===== config.mk =====
export PLATFORM = sky130hd
export DESIGN_NAME = display_arbiter_flat
export DESIGN_NICKNAME = d
export VERILOG_FILES = /design/src/rtl/display_arbiter_if.sv /design/src/rtl/display_arbiter.sv /design/src/flat_wrapper.sv
export SDC_FILE = /design/constraint.sdc
export NUM_CORES = 1
export LEC_CHECK = 0
export ABC_AREA = 0
export ABC_CLOCK_PERIOD_IN_PS = 7900
export CAP_MARGIN = 20
export CORE_ASPECT_RATIO = 0.5
export CORE_MARGIN = 10
export CORE_UTILIZATION = 34
export CTS_BUF_LIST = sky130_fd_sc_hd__clkbuf_4 sky130_fd_sc_hd__clkbuf_8
export CTS_CLUSTER_DIAMETER = 50
export DETAILED_ROUTE_END_ITERATION = 7
export PLACE_DENSITY = 0.58
export SLEW_MARGIN = 10
export SYNTH_ARGS = -nofsm -noshare
export SYNTH_HDL_FRONTEND = slang
export SYNTH_HIERARCHICAL = 1
export SYNTH_SLANG_ARGS = --single-unit

===== constraint.sdc =====
create_clock -name clk -period 7.9 [get_ports clk]
set_input_delay 1.975 -clock clk [delete_from_list [all_inputs] [get_ports clk]]
set_output_delay 1.975 -clock clk [all_outputs]
set_load 0.03 [all_outputs]

===== src/rtl/display_arbiter_if.sv =====
// Bus between the display requesters and the round-robin display arbiter.
// master = requester side, slave = arbiter side.
interface display_arbiter_if #(
  parameter int NREQ = 4
) ();
  logic [NREQ-1:0]        req;
  logic [NREQ-1:0]        lock;
  logic [NREQ-1:0][15:0]  words;
  logic [NREQ-1:0]        grant;
  logic [2:0]             owner;
  logic [15:0]            word;
  logic                   blank;
  logic                   switched;

  modport master (
    output req, lock, words,
    input  grant, owner, word, blank, switched
  );

  modport slave (
    input  req, lock, words,
    output grant, owner, word, blank, switched
  );
endinterface


===== src/rtl/display_arbiter.sv =====
// Round-robin time-slice arbiter sharing one 4-digit hex display among NREQ
// requesters; every output is registered, no segment logic lives here.

// One requester lane: grant decode and word gating for the output OR-mux.
module display_arbiter_lane #(
  parameter int IDX = 0,
  parameter int IW  = 2
) (
  input  logic          show,
  input  logic [IW-1:0] sel,
  input  logic [15:0]   din,
  output logic          gnt,
  output logic [15:0]   dout
);
  assign gnt  = show && (sel == IW'(IDX));
  assign dout = gnt ? din : '0;
endmodule

module display_arbiter #(
  parameter int NREQ  = 4,
  parameter int DWELL = 50_000_000,
  parameter int CW    = 26
) (
  input  logic              clk,
  input  logic              rst,
  display_arbiter_if.slave  bus
);
  localparam int IW = $clog2(NREQ);

  typedef enum logic {IDLE, SHOW} state_t;

  state_t                 state, state_n;
  logic [IW-1:0]          own, own_n;
  logic [IW-1:0]          last, last_n;
  logic [IW-1:0]          win, cand;
  logic                   found;
  logic [CW-1:0]          cnt, cnt_n;
  logic                   sw_n, show_n;
  logic [NREQ-1:0]        gnt_n;
  logic [NREQ-1:0][15:0]  lane_word;
  logic [15:0]            word_n;

  logic [NREQ-1:0]        grant_q;
  logic [15:0]            word_q;
  logic                   blank_q, sw_q;

  // Search starts just past the last winner; in SHOW last==own, so the
  // current owner is examined last and only wins when it is alone.
  always_comb begin
    found = 1'b0;
    win   = last;
    cand  = '0;
    for (int k = 1; k <= NREQ; k++) begin
      cand = IW'((int'(last) + k) % NREQ);
      if (!found && bus.req[cand]) begin
        found = 1'b1;
        win   = cand;
      end
    end
  end

  always_comb begin
    state_n = state;
    own_n   = own;
    last_n  = last;
    cnt_n   = cnt;
    sw_n    = 1'b0;
    case (state)
      IDLE: begin
        if (found) begin
          state_n = SHOW;
          own_n   = win;
          last_n  = win;
          cnt_n   = '0;
          sw_n    = 1'b1;
        end
      end
      SHOW: begin
        if (!bus.req[own]) begin
          // Dropped owner releases at once, lock or not.
          sw_n  = 1'b1;
          cnt_n = '0;
          if (found) begin
            own_n  = win;
            last_n = win;
          end else begin
            state_n = IDLE;
          end
        end else if (cnt == CW'(DWELL - 1)) begin
          if (!bus.lock[own]) begin
            own_n  = win;
            last_n = win;
            cnt_n  = '0;
            sw_n   = (win != own);
          end
        end else begin
          cnt_n = cnt + CW'(1);
        end
      end
      default: state_n = IDLE;
    endcase
  end

  assign show_n = (state_n == SHOW);

  for (genvar i = 0; i < NREQ; i++) begin : g_lane
    display_arbiter_lane #(.IDX(i), .IW(IW)) u_lane (
      .show (show_n),
      .sel  (own_n),
      .din  (bus.words[i]),
      .gnt  (gnt_n[i]),
      .dout (lane_word[i])
    );
  end

  always_comb begin
    word_n = '0;
    for (int i = 0; i < NREQ; i++) word_n = word_n | lane_word[i];
  end

  always_ff @(posedge clk or posedge rst) begin
    if (rst) begin
      state   <= IDLE;
      own     <= '0;
      last    <= IW'(NREQ - 1);
      cnt     <= '0;
      grant_q <= '0;
      word_q  <= '0;
      blank_q <= 1'b1;
      sw_q    <= 1'b0;
    end else begin
      state   <= state_n;
      own     <= own_n;
      last    <= last_n;
      cnt     <= cnt_n;
      grant_q <= gnt_n;
      word_q  <= word_n;
      blank_q <= !show_n;
      sw_q    <= sw_n;
    end
  end

  assign bus.grant    = grant_q;
  assign bus.owner    = 3'(own);
  assign bus.word     = word_q;
  assign bus.blank    = blank_q;
  assign bus.switched = sw_q;
endmodule

===== src/flat_wrapper.sv =====
// flat-port wrapper written by rule: the top's interface ports become plain ports
module display_arbiter_flat 
#(
  parameter int NREQ  = 4,
  parameter int DWELL = 50_000_000,
  parameter int CW    = 26
)
  (clk, rst, bus_req, bus_lock, bus_words, bus_grant, bus_owner, bus_word, bus_blank, bus_switched);
  display_arbiter_if #(.NREQ(NREQ)) bus_i ();
  input  logic clk;
  input  logic rst;
  input wire logic [$bits(bus_i.req)-1:0] bus_req;
  input wire logic [$bits(bus_i.lock)-1:0] bus_lock;
  input wire logic [$bits(bus_i.words)-1:0] bus_words;
  output wire logic [$bits(bus_i.grant)-1:0] bus_grant;
  output wire logic [$bits(bus_i.owner)-1:0] bus_owner;
  output wire logic [$bits(bus_i.word)-1:0] bus_word;
  output wire logic [$bits(bus_i.blank)-1:0] bus_blank;
  output wire logic [$bits(bus_i.switched)-1:0] bus_switched;
  assign bus_i.req = bus_req;
  assign bus_i.lock = bus_lock;
  assign bus_i.words = bus_words;
  assign bus_grant = bus_i.grant;
  assign bus_owner = bus_i.owner;
  assign bus_word = bus_i.word;
  assign bus_blank = bus_i.blank;
  assign bus_switched = bus_i.switched;
  display_arbiter #(.NREQ(NREQ), .DWELL(DWELL), .CW(CW)) u_core (.clk(clk), .rst(rst), .bus(bus_i));
endmodule

* After elaboration in Yosys (flattened, before gate mapping)
Index checks and enable logic that the tools add are counted.
** Operators by class
- Bitwise gates (word level) :: 4
- Muxes and demuxes :: 46
- Magnitude comparators :: 5
- $add $sub $neg :: 5
- Equal/unequal tests :: 9
- Reductions and logical operators :: 14
** Operators by type and width (count)
- two-way mux 26 bit :: 4
- two-way mux 16 bit :: 4
- one-hot mux 26 bit (2 select lines) :: 1
- OR 16 bit :: 3
- adder 26 x 1 -> 26 bit, second input constant :: 1
- equality test 26 bit, second input constant :: 1
- two-way mux 2 bit :: 12
- less-than comparator 2 x 3 -> 1 bit, second input constant :: 5
- two-way mux 1 bit :: 15
- binary-select mux 1 bit (select 2 bit) :: 6
- one-hot mux 2 bit (2 select lines) :: 2
- logical AND 1 bit :: 7
- inequality test 3 bit, second input constant :: 2
- adder 2 x 1 -> 2 bit, second input constant :: 2
- adder 2 bit, second input constant :: 2
- equality test 2 bit, second input constant :: 2
- logical NOT 1 bit :: 4
- inequality test 4 bit, second input constant :: 1
- one-hot mux 1 bit (2 select lines) :: 2
- AND reduction 2 bit :: 2
- equality test 2 x 1 -> 1 bit, second input constant :: 1
- logical NOT 2 bit :: 1
- inequality test 2 x 1 -> 1 bit, second input constant :: 1
- inequality test 2 bit :: 1
- NOT 1 bit :: 1
** Storage, ports and cells
- Register bits :: 53
- Output and inout bits :: 25
- Bits of input ports :: 74
- Logic and storage cells :: 91

* Logic depth before layout (Yosys ltp)
- Word-level depth :: 23
- Mapped depth :: 9
- Depth with buffers taken out :: 8

* Cells and area by module
Netlist, hierarchy kept.
** By module, submodules not included
- display_arbiter :: cells an instance 244, instances 1, area an instance 2576.2 µm², sequential area each 1330.0 µm²
- display_arbiter_lane at u_core.g_lane[1].u_lane ... :: cells an instance 20, instances 2, area an instance 195.2 µm², sequential area each 0.0 µm²
- display_arbiter_lane at u_core.g_lane[0].u_lane :: cells an instance 20, instances 1, area an instance 222.7 µm², sequential area each 0.0 µm²
- display_arbiter_lane at u_core.g_lane[3].u_lane :: cells an instance 20, instances 1, area an instance 161.4 µm², sequential area each 0.0 µm²

* Worst setup path before layout
Ideal clock, no wire load.
- Path type :: input -> register
- Start point :: input port bus_req[3]
- End point :: register u_core.word_q[10] (netlist: u_core/bus.word[10])
- Data required time :: 7.761 ns
- Stages on the path :: 8
- Arrival time :: 5.415 ns
- Setup time :: 0.139 ns
- Slack :: 2.346 ns
- Path buffers :: 1
- Cells stage by stage :: mux4_2 and2_1 o21ai_1 a21oi_1 a311oi_1 buf_2 and4bb_2 or4_1
** RTL lines
- start: declaration :: line flat_wrapper.sv:12 : input wire logic [$bits(bus_i.req)-1:0] bus_req;
- end signal: assignment :: line display_arbiter.sv:137 : word_q <= word_n;
- end: declaration :: line display_arbiter.sv:44 : logic [15:0] word_q;

==> flow_summary.yaml <==
place:
  gp_congestion: 0.833
  dp_hpwl_um: 6930
  dp_slack_ps: 2260
  io_buffers: 97
drt:
  vias: 2865
  viasPerCell: 5.24
  wirelength_um: 9340
  drtPass1Iterations: 4
  remaining_drc_errors: 0
  avgRoutedWirePerCell_um: 17.1
  ant_nets: 0
  drt_iter0_drc: 224
cts:
  cts_sinks: 53
  clk_pin_slew_ps: 100
  htreeDepth: 2
  cts_buffers: 5
  cts_tree: "built"
  clockRootBuffer: "clkbuf_8"
  clk-insertion-delay-late_ps: 320
  post_cts_buffers: 0
  cts.hold.buffers_added: 0
  clockBufferDepth: 2
  cts_resized: 0
setup_path:
  cp_top_family: "simple AND/OR/NAND/NOR gates"
  cp_cell_sequence: "clkdlybuf4s50_1 > or4_1 > o21ai_1 > mux2_2 > and4bb_2 > or4_1"
  critPathRequiredTime_ps: 8090
  crit_path_max_incr_delay_ps: 1020
  crit_slowest_cell: "or4_1"
  worstSetupPathType: "in -> reg"
  critPathMaxFanout: 69
  critical_path.most_common_cell: "or4_1"
  cp-end-kind: "flip-flop"
  critical_path.startpoint_type: "input pin"
  cp.arrival_ps: 5500
  crit_buf_inv: 1
sta:
  tns_ps: 0
  maxSlewViolCount: 0
  clock_skew_ps: 11.3
  hold-worst-slack_ps: 566
  rsz0062_at_grt: "no"
  finalWorstSetupSlack_ps: 2590
  fmax_ghz: 0.188
  finalSetupViolCount: 0
  tightestPinTransition_ps: 1000
  hold_viol: 0
  layout_min_cycle_time_ps: 5310
  slew_headroom: 0.330
  finalCritPeriodShare: 0.673
finish:
  multi_input_area_sq_um: 1870
  finish.utilization: 0.474
  nFillCells: 893
  seqCellArea_sq_um: 1330
  nets: 486
  drive_gt1_frac: 0.107
  diodes: 0
  synthToLayoutAreaGrowth_pct: 34.7
grt:
  track_usage: 0.128
  grt_start_max_net_pins: 70
  grt_pass1_wl_um: 15600
  antenna_found_initial: 0
  gr-total-overflow: 0
  grt_pass1_vias: 2971
floorplan:
  ios: 99
  core_sq_um: 9510
  die_w_um: 160
  dieArea_sq_um: 14500
  die_h_um: 90.2
  start_util: 0.352
  num_rows: 25
pwr:
  powerDensity_nw_per_um2: 301
  p_leak_nw: 1.86
  peakVddDrop_uv: 156
synth:
  ys_seq_area_frac: 0.397
  synthFlopType: "dfrtp_1"
  async_flop_share: 1.00
  synth_edf_count: 0
  synthDistinctLibCells: 54
  synth_area_sq_um: 3350
  yosysWarnings: 6
  syn_avg_cell_area_sq_um: 10.3
  synthesis.nets: 399
  synth-seq-cells: 53
  postSynthCellCount: 324
min_path:
  hp-class: "reg -> reg"
job:
  drv_cap: 0
status:
  status: "complete, no violations"
## cells in the mapped netlist, types with 2 or more instances
cell | count | share of area
a22o_1 | 2 | 0.0052
and4b_1 | 32 | 0.096
nor3_1 | 11 | 0.016
or3_1 | 4 | 0.0075
and2_1 | 3 | 0.0056
a21oi_1 | 7 | 0.010
and4bb_2 | 16 | 0.060
o21ai_1 | 2 | 0.0030
o21ai_0 | 8 | 0.012
inv_1 | 8 | 0.0090
a211o_1 | 3 | 0.0078
mux2_2 | 5 | 0.017
nand3_1 | 7 | 0.010
buf_2 | 8 | 0.012
o211ai_1 | 2 | 0.0045
xnor2_1 | 16 | 0.042
buf_6 | 4 | 0.013
nor3b_1 | 2 | 0.0045
and3_1 | 6 | 0.011
dfrtp_1 | 50 | 0.37
nand4_1 | 6 | 0.011
nand2_1 | 14 | 0.016
xor2_1 | 2 | 0.0052
nor4_1 | 3 | 0.0056
dfstp_2 | 3 | 0.024
buf_4 | 6 | 0.013
nand2b_1 | 2 | 0.0037
and4_1 | 21 | 0.055
nor2b_1 | 2 | 0.0037
o21a_1 | 3 | 0.0067
nor2_1 | 25 | 0.028
and3b_1 | 2 | 0.0052
or4_1 | 18 | 0.040
## cell families after synthesis
| logic type | synth area share |
|---|---|
| mux | 0.0265 |
| fa+ha+maj | 0.00373 |
| xor+xnor | 0.0470 |
| flops | 0.397 |
| simple gates | 0.404 |
| buf+inv | 0.0504 |
| compound gates | 0.0706 |
| other cells | 0.00112 |
## per-layer routing
metal / share of wire / up-vias / track usage
li1: - / 1425 / -
met1: 0.43 / 1386 / 0.156
met2: 0.51 / 45 / 0.219
met3: 0.041 / 9 / 0.0355
met4: 0.013 / 0 / 0.0334
met5: 0 / - / 0
## worst register-to-register path, stage by stage (launching register included)
cell,delay [ps]
dfrtp_1,460
nor4b_1,450
nand4_1,350
nor3b_2,310
o21ai_1,150
mux2_2,920
and4bb_2,340
or4_1,500
## final timing paths
| kind | cells past startpoint | start | endpoint | slack (ps) |
|---|---|---|---|---|
| worst max-delay path | 6 | bus_req[3] | u_core/bus.word[12] | 2590 |
| worst min-delay path | 2 | u_core/cnt[25] | u_core/cnt[25] | 570 |
| worst max register to register | 7 | u_core/cnt[8] | u_core/bus.word[12] | 4290 |
| worst min register to register | 2 | u_core/cnt[25] | u_core/cnt[25] | 570 |
| max in group asynchronous | 3 | rst | u_core/bus.grant[2] | 5290 |
| min in group asynchronous | 3 | rst | u_core/cnt[17] | 2160 |
## per-stage QoR
stage          cell area [sq um]  power, mW  std cells
4_1_cts                     4510       1.37        547
3_5_place_dp                4390       1.17        539
6_report                    4510       1.36        547
3_3_place_gp                4390       1.14        539
2_1_floorplan               3350      0.943        324
5_1_grt                     4510       1.46        547
## power by group
group	total [mW]	internal, mW	switching, mW
sequential	0.391	0.348	0.0427
clock	0.199	0.103	0.0959
combinational	0.767	0.368	0.399
## layout by cell type (no fill, tap or decap), drive strengths merged, types with 3 or more instances in the layout
cell type / instances
clkdlybuf4s50: 97
dfrtp: 50
and4b: 32
nor2: 25
and4: 21
or4: 18
xnor2: 16
and4bb: 16
nand2: 15
nor3: 11
o21ai: 10
inv: 8
nand3: 7
a21oi: 7
clkbuf: 6
nand4: 6
and3: 6
mux2: 5
or3: 4
nor4: 4
and2: 3
o21a: 3
a211o: 3
dfstp: 3
buf: 3
nor3b: 3
o211ai: 3
## sequential cells by signal, indices dropped and copies added (netlist names)
signal,flops
u_core/bus.blank,1
u_core/bus.grant,4
u_core/bus.switched,1
u_core/bus.word,16
u_core/cnt,26
u_core/last,2
u_core/own,2
u_core/state,1
## layout make-up
cell class | count | share of cell area
Sequential cell | 53 | 0.295
Inverter | 8 | 0.00666
Multi-Input combinational cell | 243 | 0.414
Clock inverter | 2 | 0.00832
Tap cell | 135 | 0.0374
Clock buffer | 6 | 0.0183
Timing Repair Buffer | 100 | 0.220
Note: power is estimated with default switching activity, not from simulation.
